`src/rtl/alioth_pipe_pkg.sv`:
```
// Shared types for the decode->execute elastic pipe.
package alioth_pipe_pkg;

  localparam int PIPE_OCC_W = 2;

  typedef enum logic [1:0] {
    EMPTY = 2'd0,
    BUSY  = 2'd1,
    FULL  = 2'd2
  } pipe_state_e;

  // Decode fields packed by the decoder; $bits of this sets DATA_W (160).
  typedef struct packed {
    logic [31:0] inst_addr;
    logic [4:0]  rs1_addr;
    logic        rs1_en;
    logic [4:0]  rs2_addr;
    logic        rs2_en;
    logic [4:0]  rd_addr;
    logic        rd_we;
    logic [11:0] csr_addr;
    logic        csr_we;
    logic [32:0] dec_info_bus;
    logic [31:0] imm;
    logic [31:0] old_pc;
  } idex_payload_t;

  // Entry count held in a given state.
  function automatic logic [PIPE_OCC_W-1:0] state_occ(pipe_state_e s);
    case (s)
      BUSY:    state_occ = 2'd1;
      FULL:    state_occ = 2'd2;
      default: state_occ = 2'd0;
    endcase
  endfunction

endpackage

```
`src/rtl/pipe_sat_cnt.sv`:
```
// Saturating perf counter: synchronous clear, then add 0..3, clamp at all-ones.
module pipe_sat_cnt
  import alioth_pipe_pkg::*;
#(
  parameter int CNT_W = 16
) (
  input  logic                  clk,
  input  logic                  rst,
  input  logic                  clr_i,
  input  logic [PIPE_OCC_W-1:0] inc_i,
  output logic [CNT_W-1:0]      cnt_o
);

  logic [CNT_W-1:0] base;
  logic [CNT_W:0]   sum;

  // Clear applies before the increment so clr+inc yields just the increment.
  always_comb begin
    base = clr_i ? '0 : cnt_o;
    sum  = {1'b0, base} + {{(CNT_W+1-PIPE_OCC_W){1'b0}}, inc_i};
  end

  // Carry out means overflow: clamp instead of wrapping.
  always_ff @(posedge clk or posedge rst) begin
    if (rst)              cnt_o <= '0;
    else if (sum[CNT_W])  cnt_o <= '1;
    else                  cnt_o <= sum[CNT_W-1:0];
  end

endmodule

```
`src/rtl/idu_ex_skid_pipe.sv`:
```
// Decode->execute elastic stage: main + skid entry, registered ready, flush.
module idu_ex_skid_pipe
  import alioth_pipe_pkg::*;
#(
  parameter int DATA_W        = 160,
  parameter bit ZERO_ON_FLUSH = 1'b1,
  parameter int CNT_W         = 16
) (
  input  logic                  clk,
  input  logic                  rst,
  input  logic                  in_valid_i,
  output logic                  in_ready_o,
  input  logic [DATA_W-1:0]     in_data_i,
  output logic                  out_valid_o,
  input  logic                  out_ready_i,
  output logic [DATA_W-1:0]     out_data_o,
  input  logic                  flush_i,
  output logic [PIPE_OCC_W-1:0] occ_o,
  output logic [CNT_W-1:0]      flush_cnt_o,
  input  logic                  flush_cnt_clr_i
);

  pipe_state_e         st_q, st_nxt;
  logic [DATA_W-1:0]   main_q, main_nxt;
  logic [DATA_W-1:0]   skid_q, skid_nxt;
  logic                accept, deliver;
  logic [PIPE_OCC_W-1:0] kill_cnt, cnt_inc;

  assign accept      = in_valid_i & in_ready_o;
  assign deliver     = out_valid_o & out_ready_i;
  assign out_valid_o = (st_q != EMPTY);
  assign out_data_o  = main_q;
  assign occ_o       = state_occ(st_q);

  // Entries that die on flush: held ones not delivered plus this cycle's beat.
  assign kill_cnt = occ_o - {1'b0, deliver} + {1'b0, accept};
  assign cnt_inc  = flush_i ? kill_cnt : '0;

  // Next state and entry contents; flush overrides all normal moves.
  always_comb begin
    st_nxt   = st_q;
    main_nxt = main_q;
    skid_nxt = skid_q;
    case (st_q)
      EMPTY: if (accept) begin
        st_nxt   = BUSY;
        main_nxt = in_data_i;
      end
      BUSY: begin
        if (accept && deliver) begin
          main_nxt = in_data_i;
        end else if (accept) begin
          st_nxt   = FULL;
          skid_nxt = in_data_i;
        end else if (deliver) begin
          st_nxt = EMPTY;
          if (ZERO_ON_FLUSH) main_nxt = '0;
        end
      end
      FULL: if (deliver) begin
        st_nxt   = BUSY;
        main_nxt = skid_q;
        if (ZERO_ON_FLUSH) skid_nxt = '0;
      end
      default: st_nxt = EMPTY;
    endcase
    if (flush_i) begin
      st_nxt = EMPTY;
      if (ZERO_ON_FLUSH) begin
        main_nxt = '0;
        skid_nxt = '0;
      end
    end
  end

  // State, payload registers and the registered upstream ready.
  always_ff @(posedge clk or posedge rst) begin
    if (rst) begin
      st_q       <= EMPTY;
      main_q     <= '0;
      skid_q     <= '0;
      in_ready_o <= 1'b1;
    end else begin
      st_q       <= st_nxt;
      main_q     <= main_nxt;
      skid_q     <= skid_nxt;
      in_ready_o <= (st_nxt != FULL);
    end
  end

  pipe_sat_cnt #(.CNT_W(CNT_W)) u_flush_cnt (
    .clk   (clk),
    .rst   (rst),
    .clr_i (flush_cnt_clr_i),
    .inc_i (cnt_inc),
    .cnt_o (flush_cnt_o)
  );

endmodule

```
`config.mk`:
```
export PLATFORM = sky130hd
export DESIGN_NAME = idu_ex_skid_pipe
export DESIGN_NICKNAME = d
export VERILOG_FILES = /design/src/rtl/alioth_pipe_pkg.sv /design/src/rtl/pipe_sat_cnt.sv /design/src/rtl/idu_ex_skid_pipe.sv
export SDC_FILE = /design/constraint.sdc
export NUM_CORES = 1
export LEC_CHECK = 0
export CORE_ASPECT_RATIO = 1.25
export CORE_MARGIN = 3
export CORE_UTILIZATION = 45
export CTS_BUF_LIST = sky130_fd_sc_hd__clkbuf_8
export CTS_CLUSTER_DIAMETER = 120
export DETAILED_ROUTE_END_ITERATION = 7
export PLACE_DENSITY = 0.8
export SLEW_MARGIN = 40
export SYNTH_ARGS = -nofsm -noshare
export SYNTH_HDL_FRONTEND = slang
export SYNTH_HIERARCHICAL = 1
export SYNTH_SLANG_ARGS = --single-unit
```
`constraint.sdc`:
```
create_clock -name clk -period 21.1 [get_ports clk]
set_input_delay 4.22 -clock clk [delete_from_list [all_inputs] [get_ports clk]]
set_output_delay 4.22 -clock clk [all_outputs]
set_load 0.01 [all_outputs]
```
==> out/qor.csv, run 1 <==
stage,metric,value,unit
sta,totalNegativeSetupSlack,0,ns
grt,grt_usage,23.9,%
final_layout,area_growth,30.2,%
clock_tree,cts_tree,yes,
power_and_ir_drop,combPwrFrac,38.0,%
synthesis,synth_cells,1431,
die,io_pins,346,
routing,firstDrtPassIters,5,
sta,final_min_period_over_clock_period,36.3,%
sta,grt_setup_unrepaired,false,
critical_path,worstReg2RegEnd,out_data_o[115],
synthesis,synthesis.area_per_instance,11.1,um^2
final_layout,design_area,20600,um^2
placement,buffer_ports.inserted,345,
sta,timing_worst_slew_pin_value,0.836,ns
placement,place.gp.congestion,0.888,
routing,routed_via_density,6.08,
grt,grt_antenna_before_repair,8,
sta,worst_slew_margin_relative_to_its_limit,44.3,%
clock_tree,ctsResizeCount,0,
power_and_ir_drop,p_sw_share,34.1,%
clock_tree,post-cts-setup-buffer-count,0,
min_path,worst_hold_path_type,reg -> reg,
power_and_ir_drop,power.static_leakage,0.0104,uW
routing,vias,13400,
run,max_cap_violations,0,
synthesis,syn-cell-area,15800,um^2
power_and_ir_drop,internal_power,1640,uW
routing,routed_wire_length_per_instance,21.2,um
power_and_ir_drop,power_switching,851,uW
die,die_width,174,um
synthesis,synth_seq_area_share,53.5,%
clock_tree,ctsRootBufferMaster,sky130_fd_sc_hd__clkbuf_8,
synthesis,synthArstFlopShare,100,%
routing,route.detailed.drc,0,
clock_tree,clk_latency,0.61,ns
power_and_ir_drop,power.clock.fraction,24.0,%
synthesis,warning_count_from_the_yosys_run,6,
grt,grt_overflow,0,
die,floorplan.initialDensity,45.8,%
sta,finalCriticalPeriod,7.66,ns
sta,setup_viol,0,
synthesis,yosys_most_used_dff,sky130_fd_sc_hd__dfrtp_1,
synthesis,number_of_distinct_standard_cells_referenced_by_the_synthesized_netlist,48,
routing,detailedRoute.firstIterationViolations,1208,
synthesis,mappedNetlistNets,1608,
final_layout,layout.nets,1866,
synthesis,synth.ff_latch_count,339,
grt,grt_pass1_vias,13200,
die,placeableCoreArea,34600,um^2
sta,final_hold_viols,0,
critical_path,worstRegToRegCells,11,
critical_path,critPathCapture,out_data_o[115],
die,core.rowCount,76,
critical_path,origin_of_the_worst_setup_path,out_ready_i,
power_and_ir_drop,fin_total_pwr,2490,uW
placement,detailed_place_hpwl,28200,um
routing,detail-route-antenna-nets,0,
power_and_ir_drop,worst_ir_drop_vdd,58.7,uV
critical_path,timing.reg2reg.setup_slack,16.59,ns
critical_path,criticalPathCategory,in -> reg,
die,die_area,37500,um^2
clock_tree,clockBufferDepth,3,
grt,grt_max_degree,115,
run_status,run_status,"complete, no violations",
sta,fmaxAchievable,130,MHz
placement,post_dp_cell_area,19400,um^2
clock_tree,cts_num_sinks,339,
clock_tree,cts.reportedPaths.clkPinSlew,0.06,ns
critical_path,cp-end-kind,flop,
sta,finalMaxSlewViolations,0,
critical_path,reg2reg_from,st_q[0],
die,chip_height,216,um
final_layout,share_of_final_layout_standard_cells_stronger_than_drive_strength_1,6.76,%
critical_path,crit_path_max_fanout,109,
power_and_ir_drop,seq_power_share,38.0,%
clock_tree,cts_htree_levels,2,
synthesis,number_of_flops_mapped_to_enable_cells_by_yosys,0,
sta,timing.clock.skew,0.0133,ns
clock_tree,cts-buffers-inserted,55,
critical_path,startpoint_type,input pin,
clock_tree,holdBufCountCts,0,
critical_path,worst-endpoint-arrival,8.19,ns
routing,route.final.wire_length,46800,um
grt,grt_pass1_wl,74000,um
power_and_ir_drop,power_per_cell_area,121,nW/um^2
critical_path,worst_ep_required_time,21.62,ns
-- power groups by stage --
stage / sequential (uW) / clock, uW / combinational, uW
final: 948 / 598 / 947
after global routing: 966 / 639 / 1010
after global placement: 951 / 0 / 928
after detailed placement: 956 / 0 / 951
after CTS: 947 / 612 / 955
after floorplan: 999 / 0 / 423
-- logic make-up after synthesis --
| kind of cell | Yosys count | share of synthesized area, % |
|---|---|---|
| xor+xnor | 11 | 0.608 |
| buf+inv | 178 | 4.72 |
| simple gates | 384 | 14.9 |
| flops | 339 | 53.5 |
| fa+ha+maj | 11 | 0.916 |
| compound gates | 507 | 25.2 |
| mux | 1 | 0.0632 |
-- final cells by class --
cell class              instances  area [um^2]
inverters                      15         63.8
diodes                          4         10.0
well taps                     468          586
fillers                      2886        14000
clock buffers                  72          991
flip-flops and latches        339         8480
repair buffers                364         3670
clock inverters                28          171
multi-input cells             914         6660
-- registers in the layout, indices dropped and copies added (netlist names) --
register           cells
out_data_o           160
st_q                   2
skid_q               160
u_flush_cnt/cnt_o     16
in_ready_o             1
-- worst max-delay path: stages --
cell and delay [ns]:
sky130_fd_sc_hd__clkdlybuf4s50_1 0.55, sky130_fd_sc_hd__nand2b_1 0.13, sky130_fd_sc_hd__inv_1 0.12, sky130_fd_sc_hd__ha_1 0.28, sky130_fd_sc_hd__nand4b_1 0.17, sky130_fd_sc_hd__clkbuf_8 0.64, sky130_fd_sc_hd__o2111a_4 0.75, sky130_fd_sc_hd__buf_12 0.30
sky130_fd_sc_hd__buf_4 0.68, sky130_fd_sc_hd__o22a_1 0.24
-- per-stage QoR --
stage / util (%) / setup slack, ns / cells / hold slack (ns)
2_1_floorplan: - / 7.94 / 1431 / 0.451
3_3_place_gp: 56.0 / 12.52 / 2098 / 0.459
3_5_place_dp: 56.1 / 12.77 / 2099 / 0.466
4_1_cts: 59.5 / 13.41 / 2199 / 0.479
5_1_grt: 59.6 / 13.24 / 2204 / 0.490
6_report: 59.6 / 13.44 / 2204 / 0.477
-- placed cells by master (no fill, tap or decap), types with 2 or more instances in the layout --
cell	Yosys	routed
sky130_fd_sc_hd__dfrtp_1	338	338
sky130_fd_sc_hd__bufinv_16	0	2
sky130_fd_sc_hd__nand3_1	6	6
sky130_fd_sc_hd__a21oi_1	4	4
sky130_fd_sc_hd__o21ai_0	7	7
sky130_fd_sc_hd__buf_6	0	6
sky130_fd_sc_hd__nor4b_1	160	160
sky130_fd_sc_hd__nor4_1	3	3
sky130_fd_sc_hd__nor2b_1	6	6
sky130_fd_sc_hd__a22oi_1	160	160
sky130_fd_sc_hd__clkbuf_8	0	75
sky130_fd_sc_hd__clkinv_2	0	11
sky130_fd_sc_hd__xnor2_1	10	10
sky130_fd_sc_hd__nand2_1	13	13
sky130_fd_sc_hd__and2_1	3	2
sky130_fd_sc_hd__diode_2	0	4
sky130_fd_sc_hd__nand3b_1	2	2
sky130_fd_sc_hd__ha_1	10	9
sky130_fd_sc_hd__o22a_1	160	160
sky130_fd_sc_hd__a21o_1	162	162
sky130_fd_sc_hd__and3_1	2	2
sky130_fd_sc_hd__nor2_1	170	170
sky130_fd_sc_hd__nor3_1	4	4
sky130_fd_sc_hd__nand2b_1	7	7
sky130_fd_sc_hd__clkdlybuf4s50_1	0	344
sky130_fd_sc_hd__nand4b_1	3	3
sky130_fd_sc_hd__o211ai_1	2	2
sky130_fd_sc_hd__inv_1	15	29
sky130_fd_sc_hd__buf_4	4	8
-- synthesized netlist by cell type (2+ instances only) --
cell type	number	area, um^2
sky130_fd_sc_hd__a21o_1	162	1220
sky130_fd_sc_hd__a21oi_1	4	20.0
sky130_fd_sc_hd__a22oi_1	160	1200
sky130_fd_sc_hd__and2_1	3	18.8
sky130_fd_sc_hd__and3_1	2	12.5
sky130_fd_sc_hd__buf_1	2	7.51
sky130_fd_sc_hd__buf_2	51	255
sky130_fd_sc_hd__buf_4	4	30.0
sky130_fd_sc_hd__clkbuf_1	105	394
sky130_fd_sc_hd__dfrtp_1	338	8460
sky130_fd_sc_hd__ha_1	10	125
sky130_fd_sc_hd__inv_1	15	56.3
sky130_fd_sc_hd__nand2_1	13	48.8
sky130_fd_sc_hd__nand2b_1	7	43.8
sky130_fd_sc_hd__nand3_1	6	30.0
sky130_fd_sc_hd__nand3b_1	2	15.0
sky130_fd_sc_hd__nand4b_1	3	26.3
sky130_fd_sc_hd__nor2_1	170	638
sky130_fd_sc_hd__nor2b_1	6	37.5
sky130_fd_sc_hd__nor3_1	4	20.0
sky130_fd_sc_hd__nor4_1	3	18.8
sky130_fd_sc_hd__nor4b_1	160	1400
sky130_fd_sc_hd__o211ai_1	2	15.0
sky130_fd_sc_hd__o21ai_0	7	35.0
sky130_fd_sc_hd__o22a_1	160	1400
sky130_fd_sc_hd__xnor2_1	10	87.6
-- metal layers --
metal  global-route usage [%]  up-vias  share of wire (%)
li1                         -     5909                  -
met1                     31.7     6894                 41
met3                     5.88       94                6.9
met2                     37.9      489                 48
met4                     9.95        8                3.6
met5                        0        -              0.098
-- worst min path at each step --
stage	start	to	slack (ns)	cells past startpoint
floorplan	skid_q[0]	skid_q[0]	0.45	1
global placement	skid_q[57]	skid_q[57]	0.46	1
detailed placement	skid_q[77]	skid_q[77]	0.47	1
CTS	skid_q[57]	skid_q[57]	0.48	1
global route	skid_q[48]	skid_q[48]	0.49	1
finish	skid_q[78]	skid_q[78]	0.48	1
(Power assumes the default switching activity.)
==> run 2, diff against run 1 <==
- clock period: 21.1 -> 7.6 ns (I/O delays scaled with it)
==> out/qor.csv, run 2 (synthesis gave the netlist of run 1 again) <==
stage,metric,value,unit,change
die,die_area,37500,um^2,unchanged
sta,grt_setup_unrepaired,false,,
sta,finalMaxSlewViolations,0,,unchanged
routing,route.detailed.drc,0,,unchanged
critical_path,worst-endpoint-arrival,4.93,ns,-3.26 ns
clock_tree,cts-buffers-inserted,56,,+1.8%
die,placeableCoreArea,34600,um^2,unchanged
critical_path,reg2reg_from,st_q[0],,
final_layout,share_of_final_layout_standard_cells_stronger_than_drive_strength_1,7.24,%,+0.48 points
routing,routed_wire_length_per_instance,21.4,um,+0.55%
clock_tree,cts_tree,yes,,
grt,grt_overflow,0,,unchanged
clock_tree,ctsResizeCount,0,,unchanged
critical_path,crit_path_max_incr_delay,0.70,ns,-0.05 ns
final_layout,area_growth,31.9,%,
min_path,worst_hold_path_type,reg -> reg,,
run,max_cap_violations,0,,unchanged
power_and_ir_drop,power_per_cell_area,338,nW/um^2,+180%
routing,routed_via_density,6.12,,+0.77%
sta,final_hold_viols,0,,unchanged
critical_path,crit_path_frequent_cell,sky130_fd_sc_hd__buf_4,,
critical_path,cp_cell_sequence,clkdlybuf4s50_1 -> nand2b_1 -> inv_1 -> ha_1 -> nand4b_1 -> buf_4 -> o2111a_4 -> buf_4 -> o22a_1,,
clock_tree,clk_latency,0.60,ns,about the same
sta,finalCriticalPeriod,4.41,ns,
power_and_ir_drop,power.static_leakage,0.0105,uW,+0.96%
power_and_ir_drop,worst_ir_drop_vdd,216,uV,+270%
critical_path,worstRegToRegCells,10,,-1
clock_tree,cts_htree_levels,2,,unchanged
die,chip_height,216,um,unchanged
grt,grt_antenna_before_repair,10,,+2
routing,route.final.wire_length,47300,um,+1.1%
sta,timing_worst_slew_pin_value,0.862,ns,+0.0266 ns
sta,worst_slew_margin_relative_to_its_limit,42.5,%,-1.8 points
sta,setup_viol,0,,unchanged
routing,firstDrtPassIters,7,,+2
final_layout,fillCellCount,2851,,-1.2%
clock_tree,holdBufCountCts,0,,unchanged
critical_path,timing.reg2reg.setup_slack,3.71,ns,-12.88 ns
grt,grtUsageMet1,31.1,%,-0.53 points
critical_path,criticalPathCategory,in -> reg,,
die,core.rowCount,76,,unchanged
critical_path,worst_ep_required_time,8.12,ns,-13.50 ns
critical_path,cp-end-kind,flop,,
clock_tree,ctsRootBufferMaster,sky130_fd_sc_hd__clkbuf_8,,
placement,place.gp.congestion,0.917,,+3.3%
sta,timing.clock.skew,0.0166,ns,+0.00333 ns
sta,totalNegativeSetupSlack,0,ns,unchanged
grt,globalRoute.busiestLayer,met2,,
die,die_width,174,um,unchanged
sta,fin_hold_ws,0.475,ns,-0.00140 ns
die,floorplan.initialDensity,45.8,%,unchanged
clock_tree,post-cts-setup-buffer-count,0,,unchanged
min_path,worstHoldStart,skid_q[85],,
final_layout,layout.nets,1871,,+0.27%
run_status,run_status,"complete, no violations",,
placement,buffer_ports.inserted,345,,unchanged
sta,fmaxAchievable,227,MHz,
critical_path,worstReg2RegEnd,out_data_o[86],,
final_layout,layout_common_cells,"sky130_fd_sc_hd__clkdlybuf4s50_1, sky130_fd_sc_hd__dfrtp_1, sky130_fd_sc_hd__nor2_1, sky130_fd_sc_hd__a21o_1",,
grt,grt_pass1_wl,73900,um,about the same
routing,detailedRoute.firstIterationViolations,1084,,-10%
min_path,timing.hold.worst_path_depth,1,,unchanged
routing,detail-route-antenna-nets,0,,unchanged
final_layout,leading_cell_type_in_the_layout_fill_and_taps_excluded,sky130_fd_sc_hd__clkdlybuf4s50_1,,
grt,grt_max_degree,161,,+40%
die,io_pins,346,,unchanged
min_path,worstHoldEndpoint,skid_q[85],,
grt,grt_usage,24.0,%,+0.10 points
routing,vias,13600,,+1.3%
critical_path,crit_path_max_fanout,62,,-43%
sta,final_min_period_over_clock_period,58.0,%,
grt,grt_util_met2,38.4,%,+0.51 points
clock_tree,cts_num_sinks,339,,unchanged
clock_tree,clockBufferDepth,3,,unchanged
critical_path,startpoint_type,input pin,,
critical_path,cp_slowest_cell,sky130_fd_sc_hd__buf_4,,
grt,met3_usage,5.83,%,-0.053 points
grt,grt_pass1_vias,13300,,+1.1%
placement,detailed_place_hpwl,28200,um,about the same
clock_tree,cts.reportedPaths.clkPinSlew,0.05,ns,about the same
[run 2: cell count changes in the layout (fill, tap and decap cells not counted), moves of 3 or more]
cell	change
sky130_fd_sc_hd__buf_12	+5
sky130_fd_sc_hd__diode_2	+3
sky130_fd_sc_hd__clkbuf_8	+4
sky130_fd_sc_hd__clkinvlp_4	+3
sky130_fd_sc_hd__buf_16	+3
sky130_fd_sc_hd__clkinv_2	-5
[run 2: routing by layer]
layer,routed length [um],vias up
li1,-,5941
met1,18700,6866
met2,23000,639
met3,3680,120
met4,1990,4
met5,27,-
[run 2: through the flow]
step           setup WS (ns)  cell area [um^2]  utilization (%)  cells  power, uW
3_3_place_gp            2.40             19400             56.1   2096       5250
5_1_grt                 2.99             20900             60.4   2216       7410
2_1_floorplan           1.77             15800                -   1431       3950
4_1_cts                 3.34             20800             60.1   2206       7110
3_5_place_dp            2.69             19500             56.4   2101       5320
6_report                3.19             20900             60.4   2216       7070
[run 2: how the worst max path moves through the flow]
| stage | cells past startpoint | from | to |
|---|---|---|---|
| floorplan | 1 | rst | out_data_o[0] |
| global placement | 9 | out_ready_i | out_data_o[83] |
| detailed placement | 9 | out_ready_i | out_data_o[68] |
| CTS | 9 | out_ready_i | out_data_o[86] |
| global route | 14 | out_ready_i | u_flush_cnt/cnt_o[8] |
| finish | 9 | out_ready_i | out_data_o[86] |
[run 2: area by class of cell]
| class | instances | area [um^2] | share of cell area, % |
|---|---|---|---|
| Sequential cell | 339 | 8480 | 40.6 |
| Multi-Input combinational cell | 914 | 6660 | 31.8 |
| Timing Repair Buffer | 368 | 3820 | 18.3 |
| Clock buffer | 78 | 1070 | 5.14 |
| Tap cell | 468 | 586 | 2.80 |
| Clock inverter | 27 | 200 | 0.958 |
| Inverter | 15 | 60.1 | 0.287 |
| Antenna cell | 7 | 17.5 | 0.0838 |
[run 2: critical path: cells and delay by family]
family                     cells  cell delay [ns]
AOI/OAI and AO/OA              2             0.92
adders and majority gates      1             0.30
and+or+nand+nor                2             0.31
buffers and inverters          4             1.76
[run 2: power by group]
group	switching, uW	internal [uW]
clock	752	1010
sequential	340	2300
combinational	1300	1360
==> run 3, diff against run 2 <==
- PLACE_DENSITY: 0.8 -> 0.83
- clock period: 7.6 -> 3.7 ns (I/O delays scaled with it)
==> out/qor.csv, run 3 (synthesis gave the netlist of run 1 again) <==
stage,metric,value,unit,change
run_status,run_status,"complete, no violations",,
sta,post-route-worst-setup-slack,0.241,ns,-2.95 ns
die,placeableCoreArea,34600,um^2,unchanged
routing,route.detailed.drc,0,,unchanged
die,die_width,174,um,unchanged
critical_path,worstRegToRegCells,16,,+6
sta,timing.clock.skew,0.0201,ns,+0.00350 ns
grt,grt_overflow,0,,unchanged
routing,routed_wire_length_per_instance,20.6,um,-3.4%
die,die_area,37500,um^2,unchanged
final_layout,layout.nets,1888,,+0.91%
placement,place.gp.congestion,0.841,,-8.3%
critical_path,worstReg2RegEnd,u_flush_cnt/cnt_o[10],,
min_path,worstHoldEndpoint,skid_q[134],,
critical_path,startpoint_type,flop,,
run,max_cap_violations,0,,unchanged
sta,grt_setup_unrepaired,false,,
final_layout,area_growth,32.2,%,
clock_tree,ctsRootBufferMaster,sky130_fd_sc_hd__clkbuf_8,,
min_path,worst_hold_path_type,reg -> reg,,
sta,timing_worst_slew_pin_value,0.790,ns,-0.0726 ns
die,io_pins,346,,unchanged
routing,routed_via_density,6.05,,-1.2%
clock_tree,cts_htree_levels,2,,unchanged
placement,post_dp_cell_area,19700,um^2,+0.98%
clock_tree,cts_num_sinks,339,,unchanged
placement,buffer_ports.inserted,345,,unchanged
clock_tree,cts_tree,yes,,
clock_tree,cts-buffers-inserted,53,,-5.4%
clock_tree,cts.reportedPaths.clkPinSlew,0.06,ns,about the same
sta,final_min_period_over_clock_period,93.5,%,
grt,grt_usage,23.6,%,-0.44 points
sta,worst_slew_margin_relative_to_its_limit,47.4,%,+4.8 points
power_and_ir_drop,internal_power,9400,uW,+100%
sta,final_hold_viols,0,,unchanged
final_layout,design_area,20900,um^2,+0.22%
routing,route.final.wire_length,45900,um,-2.9%
power_and_ir_drop,seq_power_share,38.0,%,+0.7 points
power_and_ir_drop,power.clock.fraction,23.2,%,-1.8 points
power_and_ir_drop,power.static_leakage,0.0105,uW,+0.27%
critical_path,timing.reg2reg.setup_slack,0.24,ns,-3.47 ns
critical_path,reg2reg_from,st_q[0],,
grt,grt_pass1_wl,73100,um,-1.2%
die,floorplan.initialDensity,45.8,%,unchanged
grt,grt_pass1_vias,13500,,+1.7%
placement,post-place-ws,-0.162,ns,-2.85 ns
routing,detail-route-antenna-nets,0,,unchanged
sta,setup_viol,0,,unchanged
power_and_ir_drop,power_per_cell_area,679,nW/um^2,+100%
sta,totalNegativeSetupSlack,0,ns,unchanged
min_path,timing.hold.worst_path_depth,1,,unchanged
critical_path,cp-end-kind,flop,,
critical_path,worst_ep_required_time,4.16,ns,-3.96 ns
power_and_ir_drop,fin_total_pwr,14200,uW,+100%
routing,vias,13500,,-0.76%
power_and_ir_drop,p_sw_share,33.9,%,about the same
die,chip_height,216,um,unchanged
sta,fmaxAchievable,289,MHz,
critical_path,criticalPathCategory,reg -> reg,,
clock_tree,clockBufferDepth,3,,unchanged
placement,detailed_place_hpwl,28500,um,+0.94%
power_and_ir_drop,combPwrFrac,38.8,%,+1.1 points
critical_path,worst-endpoint-arrival,3.92,ns,-1.01 ns
power_and_ir_drop,worst_ir_drop_vdd,478,uV,+120%
grt,grt_antenna_before_repair,5,,-5
sta,finalMaxSlewViolations,0,,unchanged
final_layout,fillCellCount,2765,,-3.0%
die,core.rowCount,76,,unchanged
critical_path,crit_path_max_fanout,7,,-89%
power_and_ir_drop,power_switching,4820,uW,+100%
clock_tree,clk_latency,0.60,ns,about the same
sta,finalCriticalPeriod,3.46,ns,
routing,firstDrtPassIters,6,,-1
final_layout,share_of_final_layout_standard_cells_stronger_than_drive_strength_1,8.39,%,+1.1 points
routing,detailedRoute.firstIterationViolations,1148,,+5.9%
final_layout,layout_common_cells,"sky130_fd_sc_hd__clkdlybuf4s50_1, sky130_fd_sc_hd__dfrtp_1, sky130_fd_sc_hd__nor2_1, sky130_fd_sc_hd__a21o_1",,
clock_tree,holdBufCountCts,0,,unchanged
grt,grt_max_degree,123,,-24%
final_layout,leading_cell_type_in_the_layout_fill_and_taps_excluded,sky130_fd_sc_hd__clkdlybuf4s50_1,,
min_path,worstHoldStart,skid_q[134],,
[run 3: cell count changes in the layout (fill, tap and decap cells not counted), moves of 3 or more]
cell / change
sky130_fd_sc_hd__buf_12: +9
sky130_fd_sc_hd__buf_16: -4
sky130_fd_sc_hd__clkbuf_8: -7
sky130_fd_sc_hd__buf_4: +19
sky130_fd_sc_hd__inv_1: -3
[run 3: power by group through the flow]
stage	sequential (uW)	combinational, uW	clock [uW]
final	5410	5520	3300
after global routing	5520	5910	3540
after CTS	5410	5550	3380
after detailed placement	5460	5530	0
after global placement	5420	5440	0
after floorplan	5700	2410	0
[run 3: layer usage]
metal	wire, um	track usage, %	up-vias
met4	1850	10.7	2
met5	13	0	-
met3	3490	6.28	97
li1	-	-	5972
met1	17800	29.4	6831
met2	22700	38.6	565
[run 3: how the worst max path moves through the flow]
stage / startpoint / depth (start not counted) / slack, ns / end
4_1_cts: st_q[0] / 15 / 0.02 / u_flush_cnt/cnt_o[3]
3_5_place_dp: in_valid_i / 13 / -0.16 / u_flush_cnt/cnt_o[3]
2_1_floorplan: rst / 1 / -1.35 / out_data_o[0]
5_1_grt: st_q[0] / 16 / 0.03 / u_flush_cnt/cnt_o[10]
3_3_place_gp: out_ready_i / 14 / -0.03 / u_flush_cnt/cnt_o[10]
6_report: st_q[0] / 16 / 0.24 / u_flush_cnt/cnt_o[10]
[run 3: what timing repair did]
action | in CTS | in global routing
resized for setup | 0 | 7
setup buffers | 0 | 1
endpoints found under the setup margin | 0 | 16
[run 3: critical path, stage by stage (launching register included)]
cell,delay (ns)
sky130_fd_sc_hd__dfrtp_1,0.44
sky130_fd_sc_hd__inv_2,0.14
sky130_fd_sc_hd__ha_2,0.26
sky130_fd_sc_hd__nand2b_1,0.14
sky130_fd_sc_hd__inv_1,0.06
sky130_fd_sc_hd__ha_1,0.27
sky130_fd_sc_hd__inv_1,0.04
sky130_fd_sc_hd__ha_1,0.26
sky130_fd_sc_hd__and2_1,0.13
sky130_fd_sc_hd__ha_1,0.16
sky130_fd_sc_hd__inv_1,0.06
sky130_fd_sc_hd__fa_1,0.43
sky130_fd_sc_hd__nand3b_1,0.17
sky130_fd_sc_hd__buf_4,0.17
sky130_fd_sc_hd__nor4_2,0.34
sky130_fd_sc_hd__xnor2_1,0.16
sky130_fd_sc_hd__o21ai_0,0.09
[run 3: final cells by class]
cell class | count | area (um^2) | share of cell area [%]
Sequential cell | 339 | 8480 | 40.5
Multi-Input combinational cell | 914 | 6680 | 31.9
Timing Repair Buffer | 388 | 3980 | 19.0
Clock buffer | 72 | 991 | 4.73
Tap cell | 468 | 586 | 2.80
Clock inverter | 25 | 148 | 0.705
Inverter | 15 | 60.1 | 0.287
Antenna cell | 5 | 12.5 | 0.0597
[run 3: stage by stage]
stage | hold slack [ns] | utilization [%] | cells
after CTS | 0.479 | 60.3 | 2218
after detailed placement | 0.466 | 57.0 | 2121
after global routing | 0.486 | 60.5 | 2224
after floorplan | 0.451 | - | 1431
final | 0.476 | 60.5 | 2226
after global placement | 0.459 | 56.9 | 2121
